File: config.mk
export PLATFORM = sky130hd
export DESIGN_NAME = uart_tx_framer
export DESIGN_NICKNAME = d
export VERILOG_FILES = /design/src/rtl/uart_pkg.sv /design/src/rtl/uart_baud_tick.sv /design/src/rtl/uart_tx_framer.sv
export SDC_FILE = /design/constraint.sdc
export NUM_CORES = 1
export LEC_CHECK = 0
export CAP_MARGIN = 20
export CORE_AREA = 4 4 80 82
export CTS_CLUSTER_SIZE = 20
export DETAILED_ROUTE_END_ITERATION = 16
export DIE_AREA = 0 0 84 86
export PLACE_DENSITY = 0.6
export RECOVER_POWER = 100
export SLEW_MARGIN = 40
export SYNTH_ARGS = -nofsm -noshare
export SYNTH_HDL_FRONTEND = slang
export SYNTH_SLANG_ARGS = --single-unit
File: constraint.sdc
create_clock -name clk -period 2.02 [get_ports clk]
set_input_delay 0.404 -clock clk [delete_from_list [all_inputs] [get_ports clk]]
set_output_delay 0.404 -clock clk [all_outputs]
set_load 0.02 [all_outputs]
File: src/rtl/uart_pkg.sv
// Shared UART definitions for the transmit and receive ends of the link.
//   tx_state_e    : transmitter frame state
//   PARITY_*      : encodings of the parity_type parameter
//   clks_per_bit(): integer-truncated clock cycles per bit period
package uart_pkg;

    typedef enum logic [2:0] {
        TX_IDLE,
        TX_START,
        TX_DATA,
        TX_PARITY,
        TX_STOP
    } tx_state_e;

    localparam int PARITY_NONE = 0;
    localparam int PARITY_ODD  = 1;
    localparam int PARITY_EVEN = 2;

    function automatic int clks_per_bit(input int clk_freq, input int baud_rate);
        return clk_freq / baud_rate;
    endfunction

endpackage

File: src/rtl/uart_baud_tick.sv
// Bit-period timer for the UART transmitter.
//   clk     : system clock
//   rst     : synchronous active-high reset
//   restart : realigns the divider so the next cycle is the first of a bit
//   bit_end : one-cycle pulse on the last cycle of every bit period
module uart_baud_tick #(
    parameter int CLKS_PER_BIT = 2604
) (
    input  logic clk,
    input  logic rst,
    input  logic restart,
    output logic bit_end
);

    localparam int                CNT_W = $clog2(CLKS_PER_BIT);
    localparam logic [CNT_W-1:0] LAST  = CNT_W'(CLKS_PER_BIT - 1);

    logic [CNT_W-1:0] cnt;

    assign bit_end = (cnt == LAST);

    always_ff @(posedge clk) begin
        if (rst || restart || bit_end) begin
            cnt <= '0;
        end else begin
            cnt <= cnt + 1'b1;
        end
    end

endmodule

File: src/rtl/uart_tx_framer.sv
// Configurable UART transmitter with a one-entry holding buffer.
// Frame: start bit, data_bits data bits LSB first, optional parity,
// stop_bits stop bits.
//   clk        : system clock, rising edge
//   rst        : synchronous active-high reset
//   tx_data_in : word to send, captured when start is accepted
//   start      : send request, accepted only while tx_ready=1
//   tx         : registered serial line, idle high
//   tx_active  : a frame is on the line
//   done_tx    : high on the final cycle of the last stop bit
//   tx_ready   : holding buffer empty
module uart_tx_framer
    import uart_pkg::*;
#(
    parameter int clk_freq    = 50000000,
    parameter int baud_rate   = 19200,
    parameter int data_bits   = 8,
    parameter int parity_type = 0,
    parameter int stop_bits   = 1
) (
    input  logic                 clk,
    input  logic                 rst,
    input  logic [data_bits-1:0] tx_data_in,
    input  logic                 start,
    output logic                 tx,
    output logic                 tx_active,
    output logic                 done_tx,
    output logic                 tx_ready
);

    localparam int         CLKS_PER_BIT = clks_per_bit(clk_freq, baud_rate);
    localparam logic [3:0] LAST_DATA    = 4'(data_bits - 1);
    localparam logic       LAST_STOP    = (stop_bits == 2);

    if (data_bits < 5 || data_bits > 9 || stop_bits < 1 || stop_bits > 2 ||
        parity_type < PARITY_NONE || parity_type > PARITY_EVEN || CLKS_PER_BIT < 2) begin : g_bad_params
        $error("uart_tx_framer: illegal frame parameters");
    end

    function automatic logic parity_of(input logic [data_bits-1:0] word);
        if (parity_type == PARITY_ODD) begin
            return ~^word;
        end
        return ^word;
    endfunction

    tx_state_e            state, state_next;
    logic [data_bits-1:0] buf_data, shreg;
    logic                 buf_full, parity_bit, load_pending;
    logic                 tx_q, tx_next;
    logic [3:0]           bit_idx, bit_idx_next;
    logic                 stop_idx, stop_idx_next;
    logic                 accept, frame_start, shift_en, bit_end;

    assign accept    = start && !buf_full;
    assign tx        = tx_q;
    assign tx_active = (state != TX_IDLE);
    assign tx_ready  = !buf_full;

    uart_baud_tick #(.CLKS_PER_BIT(CLKS_PER_BIT)) u_baud (
        .clk     (clk),
        .rst     (rst),
        .restart (frame_start),
        .bit_end (bit_end)
    );

    // Next state and next line level; tx is registered from tx_next so the
    // line changes exactly on the cycle the new bit begins.
    always_comb begin
        state_next    = state;
        tx_next       = tx_q;
        bit_idx_next  = bit_idx;
        stop_idx_next = stop_idx;
        frame_start   = 1'b0;
        shift_en      = 1'b0;
        done_tx       = 1'b0;
        case (state)
            TX_IDLE: begin
                tx_next = 1'b1;
                if (buf_full || accept) begin
                    state_next  = TX_START;
                    tx_next     = 1'b0;
                    frame_start = 1'b1;
                end
            end
            TX_START: begin
                if (bit_end) begin
                    state_next   = TX_DATA;
                    tx_next      = shreg[0];
                    bit_idx_next = 4'd0;
                end
            end
            TX_DATA: begin
                if (bit_end) begin
                    if (bit_idx == LAST_DATA) begin
                        stop_idx_next = 1'b0;
                        if (parity_type != PARITY_NONE) begin
                            state_next = TX_PARITY;
                            tx_next    = parity_bit;
                        end else begin
                            state_next = TX_STOP;
                            tx_next    = 1'b1;
                        end
                    end else begin
                        shift_en     = 1'b1;
                        tx_next      = shreg[1];
                        bit_idx_next = bit_idx + 4'd1;
                    end
                end
            end
            TX_PARITY: begin
                if (bit_end) begin
                    state_next    = TX_STOP;
                    tx_next       = 1'b1;
                    stop_idx_next = 1'b0;
                end
            end
            TX_STOP: begin
                if (bit_end) begin
                    if (stop_idx == LAST_STOP) begin
                        done_tx = 1'b1;
                        // A queued (or just-arriving) word starts with no idle gap.
                        if (buf_full || accept) begin
                            state_next  = TX_START;
                            tx_next     = 1'b0;
                            frame_start = 1'b1;
                        end else begin
                            state_next = TX_IDLE;
                            tx_next    = 1'b1;
                        end
                    end else begin
                        stop_idx_next = 1'b1;
                    end
                end
            end
            default: begin
                state_next = TX_IDLE;
                tx_next    = 1'b1;
            end
        endcase
    end

    always_ff @(posedge clk) begin
        if (rst) begin
            state        <= TX_IDLE;
            tx_q         <= 1'b1;
            buf_full     <= 1'b0;
            load_pending <= 1'b0;
            bit_idx      <= 4'd0;
            stop_idx     <= 1'b0;
        end else begin
            state        <= state_next;
            tx_q         <= tx_next;
            load_pending <= frame_start;
            bit_idx      <= bit_idx_next;
            stop_idx     <= stop_idx_next;
            // The buffer drains on the first cycle of the start bit.
            if (accept) begin
                buf_full <= 1'b1;
            end else if (load_pending) begin
                buf_full <= 1'b0;
            end
        end
    end

    always_ff @(posedge clk) begin
        if (accept) begin
            buf_data <= tx_data_in;
        end
        if (load_pending) begin
            shreg      <= buf_data;
            parity_bit <= parity_of(buf_data);
        end else if (shift_en) begin
            shreg <= shreg >> 1;
        end
    end

endmodule

==> impl_metrics.yaml <==
sta:
  finalClockSkew_ns: 0.01012
  slew_headroom_pct: 69.51
  fin_crit_ns: 1.916
  setup_viol: 0
  fmax_ghz: 0.5220
  whs_ns: 0.4474
  tightest_slew_ns: 0.4546
  finalCritPeriodShare_pct: 94.83
  slew_violations: 0
  grt_setup_unrepaired: "no"
  fin_setup_tns_ns: 0
  hold_viol: 0
power:
  p_leak_nw: 0.7495
  combPwrFrac_pct: 25.6
  powerDensity_nw_per_um2: 1153
  irDropWorstVdd_v: 0.0006356
  p_sw_mw: 0.6846
  clkPwrFrac_pct: 31.4
  p_sw_share_pct: 28.08
  p_int_mw: 1.753
  p_seq_share_pct: 43.1
clock_network:
  cts_setup_buffers: 0
  numCtsBuffers: 5
  cts_tree: "yes"
  cts.sink_count: 38
  cts-htree-levels: 2
  clockBufferDepth: 2
  path_clk_slew_ns: 0.07
  ctsRootBufferMaster: "clkbuf_8"
  postCtsHoldBufs: 0
  clk_latency_ns: 0.29
route:
  postRouteAntennaNets: 0
  drt_iter0_markers: 35
  finalWirelength_mm: 2.849
  drt-pass1-iter-count: 4
  wl_per_cell_um: 11.17
  num_vias: 1141
  viasPerCell: 4.475
  drc: 0
yosys:
  synth_nets: 161
  syn_avg_cell_area_um2: 11.20
  synth.yosys.seq_area_share_pct: 55.55
  syn_inst: 148
  synth_top_area_share_pct: 28.98
  ys_types: 43
  yosysWarningCount: 0
  synth_top_cell_by_area: "edfxtp_1"
  synth-seq-cells: 38
  synthFlopType: "dfxtp_1"
  synthTopCellsByArea: "edfxtp_1 29%, dfxtp_1 27%, mux2_2 4.8%"
  synthesis.area_um2: 1658
  async_reset_ff_share_pct: 0
  synth_edf_count: 16
grt:
  grt_usage_pct: 8.359
  grt_max_degree: 17
  grt_pass1_wl_mm: 4.905
  grt_pass1_vias: 1123
  antenna_found_initial: 0
  grt_overflow: 0
critical_path:
  end_kind: "output pin"
  critPathArrivalTime_ns: 1.51
  crit_required_ns: 1.62
  crit_type: "reg2out"
  cp-start-kind: "flip-flop"
  cp_max_fo: 8
outcome:
  status: "finished clean"
layout:
  insertedDiodeCount: 0
  nNetsFinal: 192
  drive_gt1_share_pct: 20.56
  final_util_pct: 36.80
  synthToLayoutAreaGrowth_pct: 27.55
  fill_cells: 604
die:
  core_um2: 5746
  die_area_um2: 7224
  start_util_pct: 28.85
  io-pin-count: 15
  die_y_um: 86
  die_w_um: 84
  rows: 28
place:
  hpwl_mm: 2.036
  gp_congestion: 0.7320
  portBuffers: 14
run:
  max_cap_violations: 0
hold_path:
  hold_path_class: "reg2reg"
[placed cells by master, fill, tap and decap left out, drive strengths merged, types with 2 or more instances in the layout]
cell           instances
nand2                  7
dfxtp                 22
o21ai                  3
nand3b                 2
clkdlybuf4s50          2
xnor2                  5
mux2                   7
nor3                   4
a21oi                  3
or4                    2
dlygate4sd3           11
inv                    6
ha                     2
bufinv                 2
clkbuf                 9
nand3                  6
mux2i                  2
xor2                   5
nand4                  3
a211oi                 5
nor2                  15
o31ai                  2
edfxtp                16
and2                   3
and4                   2
nor3b                  4
buf                   12
[critical path: stages, from the launching register on]
cell,delay [ns]
dfxtp_1,0.48
nor3_2,0.09
inv_1,0.06
clkdlybuf4s50_1,0.59
[repair_timing]
item,in CTS,in global routing
setup endpoints to repair,2,2
hold endpoints to repair,0,0
gates cloned,0,0
gates resized for setup,3,2
[routing by layer]
metal	track usage [%]	share of wire, %
met1	10.65	50
met2	13.02	45
met4	3.070	0.77
met5	0	0
met3	3.074	4.7
[logic make-up (layout without fill, tap and decap cells)]
logic type,Yosys count,in the layout,synth area share (%)
compound gates,24,24,10.94
xor+xnor,10,10,5.283
flops,38,38,55.55
fa+ha+maj,2,2,1.509
buf+inv,11,43,2.565
simple gates,54,54,18.19
mux,9,9,5.963
[registers in the layout, summed over array words and instances, names as in the netlist]
signal	count
u_baud.cnt	12
buf_data	8
shreg	8
bit_idx	4
state	3
buf_full	1
load_pending	1
tx	1
[final timing paths]
| path | startpoint | end | slack, ns | cells after the start |
|---|---|---|---|---|
| max | state[1] | tx_active | 0.10 | 3 |
| min | u_baud.cnt[0] | u_baud.cnt[0] | 0.45 | 1 |
| max reg2reg | u_baud.cnt[0] | bit_idx[3] | 0.19 | 6 |
| min reg2reg | u_baud.cnt[0] | u_baud.cnt[0] | 0.45 | 1 |
[power groups by stage]
stage | Combinational, mW | Clock [mW] | Sequential [mW]
after floorplan | 0.479 | 0 | 1.02
after global placement | 0.635 | 0 | 1.06
after detailed placement | 0.643 | 0 | 1.06
after CTS | 0.647 | 0.789 | 1.05
after global routing | 0.691 | 0.824 | 1.07
final | 0.624 | 0.765 | 1.05
[cells in the mapped netlist (3+ instances only)]
| cell | count |
|---|---|
| nand3_1 | 6 |
| inv_1 | 6 |
| nand4_1 | 3 |
| nor2_1 | 15 |
| dfxtp_1 | 22 |
| mux2_2 | 7 |
| edfxtp_1 | 16 |
| xor2_1 | 5 |
| clkbuf_1 | 4 |
| a211oi_1 | 5 |
| nor3b_1 | 3 |
| and2_1 | 3 |
| nand2_1 | 7 |
| xnor2_1 | 5 |
| nor3_1 | 4 |
| a21oi_1 | 3 |
[metrics by stage]
stage                     cell area, um^2  total power, mW  setup WS, ns  std cells
after floorplan                      1658            1.503       0.05315        148
after global placement               1984            1.699       0.04091        247
after detailed placement             1984            1.707       0.04219        247
after CTS                            2123            2.485      0.008467        255
after global routing                 2115            2.582       0.02917        255
final                                2115            2.438        0.1043        255
[area by class of cell]
type | count | area [um^2] | share of cell area (%)
inverter | 6 | 22.52 | 1.065
clock inverter | 3 | 68.82 | 3.254
multi-input combinational | 99 | 699.4 | 33.08
tap | 75 | 93.84 | 4.438
sequential | 38 | 922.1 | 43.61
clock buffer | 5 | 68.82 | 3.254
timing repair buffer | 29 | 239.0 | 11.30
Power figures use the tool's default switching activity.
